File: src/rtl/flappy_pkg.sv
// rtl/flappy_pkg.sv - shared game types and motion constants
// Purpose: game state encoding, screen geometry and the bruin motion tuning
//          constants shared by the motion controller and its helpers.
// Ports:   none (package)
package flappy_pkg;

  typedef enum logic [1:0] {
    IDLE = 2'd0,
    PLAY = 2'd1,
    DEAD = 2'd2
  } game_state_t;

  localparam int SCREEN_W = 640;
  localparam int SCREEN_H = 480;
  localparam int BRUIN_X  = 200;
  localparam int BRUIN_H  = 10;

  localparam logic        [8:0] Y_START   = 9'd240;
  localparam logic signed [10:0] Y_MIN_S  = 11'sd5;
  localparam logic signed [10:0] Y_MAX_S  = 11'sd470;
  localparam logic        [8:0] Y_MIN     = 9'd5;
  localparam logic        [8:0] Y_MAX     = 9'd470;
  localparam logic signed [4:0] FLAP_VEL  = -5'sd6;
  localparam logic signed [4:0] GRAVITY   = 5'sd1;
  localparam logic signed [4:0] VMAX      = 5'sd8;
  localparam logic        [2:0] FLAP_LOCK = 3'd4;
  localparam logic        [4:0] DEAD_HOLD = 5'd30;

endpackage

File: src/rtl/flap_sync_edge.sv
// rtl/flap_sync_edge.sv - button synchronizer with rising-edge pulse
// Purpose: brings the asynchronous flap button into the clk domain through
//          two flops and emits a one-clk pulse on each synchronized rise.
// Ports:   clk, rst (async, active-high), async_in (raw button),
//          edge_pulse (one-clk pulse per rising edge).
module flap_sync_edge (
  input  logic clk,
  input  logic rst,
  input  logic async_in,
  output logic edge_pulse
);

  logic meta_q, meta_d;
  logic sync_q, sync_d;
  logic prev_q, prev_d;

  always_comb begin
    meta_d = async_in;
    sync_d = meta_q;
    prev_d = sync_q;
  end

  always_ff @(posedge clk or posedge rst) begin
    if (rst) begin
      meta_q <= 1'b0;
      sync_q <= 1'b0;
      prev_q <= 1'b0;
    end else begin
      meta_q <= meta_d;
      sync_q <= sync_d;
      prev_q <= prev_d;
    end
  end

  assign edge_pulse = sync_q & ~prev_q;

endmodule

File: src/rtl/bruin_motion_ctrl.sv
// rtl/bruin_motion_ctrl.sv - per-frame bruin vertical motion and game FSM
// Purpose: owns IDLE/PLAY/DEAD, applies gravity and flap impulses once per
//          frame_tick, clamps to the playfield and reacts to collisions.
// Ports:   clk, rst (async, active-high), frame_tick (1-clk per frame),
//          flap_btn (raw async button), collide (level, PLAY only),
//          bruin_y[8:0] (sprite top), game_state[1:0], flap_ack (pulse when
//          a flap hits velocity), died (pulse on PLAY->DEAD).
module bruin_motion_ctrl
  import flappy_pkg::*;
(
  input  logic       clk,
  input  logic       rst,
  input  logic       frame_tick,
  input  logic       flap_btn,
  input  logic       collide,
  output logic [8:0] bruin_y,
  output logic [1:0] game_state,
  output logic       flap_ack,
  output logic       died
);

  logic flap_edge;

  flap_sync_edge u_sync (
    .clk        (clk),
    .rst        (rst),
    .async_in   (flap_btn),
    .edge_pulse (flap_edge)
  );

  game_state_t       state_q, state_d;
  logic [8:0]        y_q, y_d;
  logic signed [4:0] vel_q, vel_d;
  logic              pend_q, pend_d;
  logic [2:0]        lock_q, lock_d;
  logic [4:0]        dead_q, dead_d;
  logic              ack_q, ack_d;
  logic              died_q, died_d;

  logic              accept;
  logic              pend_eff;
  logic signed [4:0] vel_inc;
  logic signed [4:0] vel_n;
  logic signed [10:0] y_n;

  always_comb begin
    state_d = state_q;
    y_d     = y_q;
    vel_d   = vel_q;
    pend_d  = pend_q;
    lock_d  = lock_q;
    dead_d  = dead_q;
    ack_d   = 1'b0;
    died_d  = 1'b0;

    accept   = flap_edge && (lock_q == 3'd0);
    // An edge landing on the tick clk is folded into that tick's update.
    pend_eff = pend_q | accept;
    vel_inc  = vel_q + GRAVITY;
    vel_n    = pend_eff ? FLAP_VEL : ((vel_inc > VMAX) ? VMAX : vel_inc);
    y_n      = $signed({2'b00, y_q}) + {{6{vel_n[4]}}, vel_n};

    if (frame_tick && (lock_q != 3'd0)) begin
      lock_d = lock_q - 3'd1;
    end

    case (state_q)
      IDLE: begin
        y_d   = Y_START;
        vel_d = '0;
        if (accept) begin
          state_d = PLAY;
          pend_d  = 1'b1;
        end
      end
      PLAY: begin
        if (collide) begin
          // Collision beats a coincident tick: nothing of the tick survives.
          state_d = DEAD;
          died_d  = 1'b1;
          lock_d  = lock_q;
        end else if (frame_tick) begin
          if (pend_eff) begin
            ack_d  = 1'b1;
            pend_d = 1'b0;
            lock_d = FLAP_LOCK;
          end
          if (y_n <= Y_MIN_S) begin
            y_d   = Y_MIN;
            vel_d = '0;
          end else if (y_n >= Y_MAX_S) begin
            y_d     = Y_MAX;
            vel_d   = vel_n;
            state_d = DEAD;
            died_d  = 1'b1;
          end else begin
            y_d   = y_n[8:0];
            vel_d = vel_n;
          end
        end else if (accept) begin
          pend_d = 1'b1;
        end
      end
      DEAD: begin
        if (frame_tick && (dead_q != DEAD_HOLD)) begin
          dead_d = dead_q + 5'd1;
        end
        if (flap_edge && (dead_q == DEAD_HOLD)) begin
          state_d = IDLE;
          y_d     = Y_START;
          vel_d   = '0;
          pend_d  = 1'b0;
          dead_d  = '0;
          lock_d  = '0;
        end
      end
      default: state_d = IDLE;
    endcase
  end

  always_ff @(posedge clk or posedge rst) begin
    if (rst) begin
      state_q <= IDLE;
      y_q     <= Y_START;
      vel_q   <= '0;
      pend_q  <= 1'b0;
      lock_q  <= '0;
      dead_q  <= '0;
      ack_q   <= 1'b0;
      died_q  <= 1'b0;
    end else begin
      state_q <= state_d;
      y_q     <= y_d;
      vel_q   <= vel_d;
      pend_q  <= pend_d;
      lock_q  <= lock_d;
      dead_q  <= dead_d;
      ack_q   <= ack_d;
      died_q  <= died_d;
    end
  end

  assign bruin_y    = y_q;
  assign game_state = state_q;
  assign flap_ack   = ack_q;
  assign died       = died_q;

endmodule

File: config.mk
export PLATFORM = sky130hd
export DESIGN_NAME = bruin_motion_ctrl
export DESIGN_NICKNAME = d
export VERILOG_FILES = /design/src/rtl/flappy_pkg.sv /design/src/rtl/flap_sync_edge.sv /design/src/rtl/bruin_motion_ctrl.sv
export SDC_FILE = /design/constraint.sdc
export NUM_CORES = 1
export LEC_CHECK = 0
export ABC_AREA = 0
export CAP_MARGIN = 20
export CORE_UTILIZATION = 45
export DETAILED_ROUTE_END_ITERATION = 10
export SYNTH_ARGS = -nofsm -noshare
export SYNTH_HDL_FRONTEND = slang
export SYNTH_HIERARCHICAL = 1
export SYNTH_SLANG_ARGS = --single-unit
File: constraint.sdc
create_clock -name clk -period 6.7 [get_ports clk]
set_input_delay 1.34 -clock clk [delete_from_list [all_inputs] [get_ports clk]]
set_output_delay 1.34 -clock clk [all_outputs]
set_load 0.02 [all_outputs]
Word level (Yosys, flattened, before mapping)
Cells that the tools add are included.
{ "totals": {"reg_bits": 30, "output_inout_bits": 13, "input_bits": 5, "elab_cells": 89} }
{ "op_classes": {"n_reduce_logical": 13, "eq_ne": 12, "muxes": 43, "order_cmp": 3, "n_addsub": 4, "n_bitwise": 3} }
{ "op_table": {"columns": ["op", "n"], "rows": [
  ["9-bit two-way mux", 5],
  ["5-bit two-way mux", 8],
  ["9-bit case mux with 3 select lines", 1],
  ["3-bit two-way mux", 5],
  ["5-bit case mux with 3 select lines", 1],
  ["1-bit two-way mux", 14],
  ["2-bit two-way mux", 6],
  ["3-bit inequality test (second input constant)", 4],
  ["10-bit by 5-bit adder with 11-bit output", 1],
  ["11-bit by 10-bit >= comparator with 1-bit output (second input constant)", 1],
  ["11-bit by 4-bit less-or-equal comparator with 1-bit output (second input constant)", 1],
  ["2-bit inequality test (second input constant)", 4],
  ["4-bit AND reduction", 2],
  ["2-bit case mux with 3 select lines", 1],
  ["3-bit case mux with 2 select lines", 1],
  ["3-bit nonzero test", 2],
  ["5-bit by 1-bit adder with 5-bit output (second input constant)", 1],
  ["5-bit by 2-bit adder with 5-bit output (second input constant)", 1],
  ["5-bit == test (second input constant)", 1],
  ["5-bit > comparator (second input constant)", 1],
  ["5-bit inequality test (second input constant)", 1],
  ["5-bit AND reduction", 1],
  ["1-bit logical AND", 4],
  ["3-bit zero test", 1],
  ["other kinds (10)", 10]
]} }

Logic depth before layout (Yosys ltp)
{ "depth": {"ltp_word": 12, "mapped_depth": 15, "ltp_nobuf": 14} }

By module
Netlist, hierarchy kept.
{ "modules_own_cells": {"columns": ["module", "seq_area_each_um2", "cells_per_inst", "area_each_um2", "n_inst"], "rows": [
  ["bruin_motion_ctrl", 680.7, 229, 2123.3, 1],
  ["flap_sync_edge", 75.1, 5, 92.6, 1]
]} }

Least setup slack after synthesis
No wires, ideal clock.
{ "synth_timing": {"kind": "flip-flop to flip-flop", "startpoint": "register lock_q[0]", "endpoint": "register y_q[3] (netlist: bruin_y[3])", "t_required_ns": 6.578, "slack_ns": 3.445, "n_path_buf": 0, "arrival_ns": 3.134, "setup_time_ns": 0.122, "period_less_slack_ns": 3.255, "path_stages_with_launch": 15, "path_cell_list": "dfrtp_1 inv_1 ha_1 and3b_1 or2_4 nor2_8 inv_1 ha_1 a21oi_2 o31ai_4 a211oi_2 xor2_2 nor4_4 nor3_2 a32o_1"} }
{ "synth_via": {"elab_chain_cells": 11, "elab_cells_between_ends": 12, "classes_between": "1 x add/sub; 2 x order compare; 6 x mux; 1 x bitwise; 2 x reduce/logical"} }
{ "synth_lines": {"columns": ["element", "line_no", "source"], "rows": [
  ["from (decl)", "bruin_motion_ctrl.sv:35", "logic [2:0] lock_q, lock_d;"],
  ["from (signal assigned)", "bruin_motion_ctrl.sv:136", "lock_q <= lock_d;"],
  ["3-bit zero test (*)", "bruin_motion_ctrl.sv:56", "accept = flap_edge && (lock_q == 3'd0);"],
  ["1-bit logical AND (*)", "bruin_motion_ctrl.sv:56", null],
  ["1-bit OR (*)", "bruin_motion_ctrl.sv:58", "pend_eff = pend_q | accept;"],
  ["5-bit two-way mux (*)", "bruin_motion_ctrl.sv:60", "vel_n = pend_eff ? FLAP_VEL : ((vel_inc > VMAX) ? VMAX : vel_inc);"],
  ["10-bit by 5-bit adder with 11-bit output (*)", "bruin_motion_ctrl.sv:61", "y_n = $signed({2'b00, y_q}) + {{6{vel_n[4]}}, vel_n};"],
  ["11-bit by 10-bit >= comparator with 1-bit output", "bruin_motion_ctrl.sv:91", "end else if (y_n >= Y_MAX_S) begin"],
  ["9-bit two-way mux", "bruin_motion_ctrl.sv:91", null],
  ["9-bit two-way mux (*)", "bruin_motion_ctrl.sv:88", "if (y_n <= Y_MIN_S) begin"],
  ["9-bit two-way mux (*)", "bruin_motion_ctrl.sv:82", "end else if (frame_tick) begin"],
  ["9-bit two-way mux (*)", "bruin_motion_ctrl.sv:77", "if (collide) begin"],
  ["9-bit case mux with 3 select lines (*)", "bruin_motion_ctrl.sv:67", "case (state_q)"],
  ["to (signal assigned)", "bruin_motion_ctrl.sv:133", "y_q <= y_d;"],
  ["to (decl)", "bruin_motion_ctrl.sv:32", "logic [8:0] y_q, y_d;"]
]} }
Every way passes the cells marked *; elsewhere a longest branch is shown, timed or not. The select of a mux whose other input is x is not followed.
A chain may end at the register's enable or synchronous reset.

Worst setup path after layout
Ends and elaborated chain as after synthesis.

==> results by group <==
Synth
  – Ys async rst share: between 90% and 100%
  – Mean Syn Cell Area: around 9.5 um^2
  – FF+latch count, synth: 30
  – Cells after Synth: 234
  – Post-Synthesis Net Count: about 260
  – Ys flop type: dfrtp_1
  – Count of cell types in the netlist: a little under 60
  – Syn Std Cell Area: 2220 um^2
  – EDFF count, synth: 0
  – Sequential-to-total area share from yosys stat: approximately a third
  – Ys Warns: 6

Clock tree
  – CTS tree: built
  – Hold-fix buffers, CTS: 0
  – Clock transition at path regs: ~70 ps
  – TritonCTS buffer count: 5
  – Clock Tree Root: clkbuf_8
  – Clk Latency, worst-skew pair: slightly below 300 ps
  – # resized after CTS: 0
  – Clk buf depth: 2
  – Clock sinks: 30
  – H-tree level count: 2
  – Postcts setup bufs: 0

Global route
  – Largest net degree at the start of global routing: 28
  – Tot GR Track Use: roughly a fifth
  – Vias in the first global route: about 1600
  – Initial antenna violation count: 0
  – Remaining global-route overflow: 0
  – First-pass GRT wire length: about 8000 um

Worst setup path
  – Critical path cell sequence: inv_1 > ha_1 > and3b_1 > or2_4 > nor2_8 > inv_1 > ha_1 > a21oi_2 > a21oi_1 > a211oi_2 > xor2_2 > nor4_4 > nor3_2 > a32o_1
  – Crit path kind: reg2reg
  – Crit end category: flop
  – Slowest stage delay, CP: about 420 ps
  – CP Max Fanout: 7
  – CP top delay family: simple AND/OR/NAND/NOR gates
  – Crit path DAT: between 3000 and 4000 ps
  – Crit path launch type: flop
  – Worst path slowest cell: ha_1
  – Bufs and invs on worst path: 2
  – CP required: between 6000 and 7000 ps

Detailed routing
  – DRC: 0
  – Total Wirelength: roughly 4800 um
  – Vias: between 1500 and 2000
  – First-pass DRT Iterations: 4
  – Vias per inst: between 5 and 6
  – Antenna-violating nets left: 0
  – Wirelength per Cell: 14.8 um
  – Iteration-0 DRC Markers: 76

Outcome
  – Status: completed

STA
  – Normalized max-slew margin: a little under three fifths
  – RSZ-0062 raised after global routing: false
  – Setup tns final: 0 ps
  – Skew final: just over 7 ps
  – Achievable frequency: roughly 280 MHz
  – Hold Vio Cnt, Final: 0
  – Worst-margin pin slew: between 600 and 700 ps
  – Pins Over Slew Limit: 0
  – Minimum clock period: ~3600 ps
  – Fin crit share: 53.8%
  – Final setup vio count: 0

Floorplanning
  – Chip height: 72.2 um
  – Die W: 72.2 um
  – Die ar.: roughly 5200 um^2
  – Top Ports: 18
  – Starting density of the core: 46.9%
  – Core area: ~4700 um^2
  – Row cnt: 25

Finish
  – Final core utilization: between 50% and 60%
  – Antenna cells: 0
  – Fill count: approximately 410
  – Final nets: ~280
  – Area delta synth->final: 15.5%
  – Share of cells above drive strength 1: 13.4%

Placement
  – Port Buffers: 17
  – Post-DP HPWL: 3700 um
  – Routability cong.: approximately 0.76

Worst hold path
  – Hold WC Path Type: reg2reg

Flow run
  – Max Cap Viol: 0
layout by cell type, fill, tap and decap left out, types with 2 or more instances in the layout:
cell / instances
o221ai_2: 2
dfrtp_1: 26
inv_1: 18
clkdlybuf4s50_1: 17
nand2b_1: 3
xnor2_1: 10
a32o_1: 2
clkbuf_8: 5
nand3_1: 11
xor2_1: 6
nor2_1: 20
xor2_2: 2
and3_1: 2
o22ai_1: 2
nor2b_1: 2
a21oi_2: 2
a21oi_1: 8
a31oi_1: 5
nor3_1: 6
dfstp_2: 4
nand2_1: 24
o21ai_0: 8
o21ai_1: 3
nand4_1: 3
o31ai_4: 2
ha_1: 18
clkinvlp_4: 2
nand3b_1: 2
a22o_1: 8
sequential cells by signal, indices dropped and copies added (netlist names), 2 cells and up:
register / cells
bruin_y: 9
dead_q: 5
game_state: 2
lock_q: 3
vel_q: 5
worst paths after layout:
check | start | end | slack (ps) | depth (start not counted)
hold reg to reg | u_sync/meta_q$_DFF_PP0_ | u_sync/prev_d$_DFF_PP0_ | 360 | 0
hold / removal | u_sync/meta_q$_DFF_PP0_ | u_sync/prev_d$_DFF_PP0_ | 360 | 0
setup reg to reg | lock_q[0]$_DFFE_PP0N_ | bruin_y[3]$_DFFE_PP0P_ | 3100 | 14
max in group asynchronous | rst | bruin_y[6]$_DFFE_PP1P_ | 4940 | 3
min in group asynchronous | rst | u_sync/prev_q$_DFF_PP0_ | 1250 | 2
setup / recovery | lock_q[0]$_DFFE_PP0N_ | bruin_y[3]$_DFFE_PP0P_ | 3100 | 14
synth_stat cells, drive strengths merged (2+ instances only):
cell type | instances | area (um^2)
dfrtp | 26 | 651
nand2 | 25 | 96.4
nor2 | 21 | 95.1
ha | 18 | 225
inv | 18 | 67.6
nand3 | 11 | 55.1
o21ai | 11 | 55.1
xnor2 | 11 | 104
a21oi | 10 | 57.6
a22o | 8 | 70.1
nor3 | 8 | 56.3
xor2 | 8 | 85.1
a31oi | 6 | 43.8
clkbuf | 4 | 16.3
dfstp | 4 | 105
a211oi | 3 | 40.0
nand2b | 3 | 18.8
nand4 | 3 | 18.8
nor2b | 3 | 26.3
a21boi | 2 | 15.0
a32o | 2 | 20.0
and3 | 2 | 12.5
nand3b | 2 | 15.0
o221ai | 2 | 30.0
o22ai | 2 | 12.5
o31ai | 2 | 42.5
layout make-up:
class | count | area, um^2 | share of cell area (%)
Tap cell | 67 | 83.8 | 3.28
Timing Repair Buffer | 18 | 178 | 6.94
Clock inverter | 3 | 45.0 | 1.76
Sequential cell | 30 | 756 | 29.5
Multi-Input combinational cell | 180 | 1360 | 53.2
Clock buffer | 5 | 68.8 | 2.69
Inverter | 18 | 67.6 | 2.64
worst reg2reg max path: cells and delay by family, from the launching register on:
family | cells | cell delay (ps)
AOI/OAI and AO/OA | 4 | 980
DFF | 1 | 320
xor gates and xnor gates | 1 | 180
adders and majority gates | 2 | 660
and+or+nand+nor | 5 | 1120
buffers and inverters | 2 | 230
layer usage:
layer	track usage (%)	share of wire, %
met5	0	0
met4	10.2	3.0
met3	4.44	3.3
met2	31.4	46
met1	27.0	48
cells by family after synthesis:
kind of cell             after synthesis  synth area share [%]
AO/OA/AOI/OAI                         58                  21.2
XOR/XNOR                              19                  8.53
adder cells (fa/ha/maj)               19                  11.1
buffers and inverters                 24                  4.52
flip-flops                            30                  34.1
multiplexers                           1                 0.452
AND/OR/NAND/NOR                       83                  20.1
stage by stage:
| step | instances | hold WS (ps) | setup slack, ps | area (um^2) |
|---|---|---|---|---|
| after floorplan | 234 | 331 | 3440 | 2220 |
| after global placement | 313 | 343 | 3120 | 2440 |
| after detailed placement | 313 | 337 | 3120 | 2440 |
| after CTS | 321 | 363 | 3100 | 2560 |
| after global routing | 321 | 373 | 2790 | 2560 |
| final | 321 | 360 | 3100 | 2560 |
Power is not shown: default switching activity piles up to over one toggle a cycle in this logic, so the estimate is an artifact.
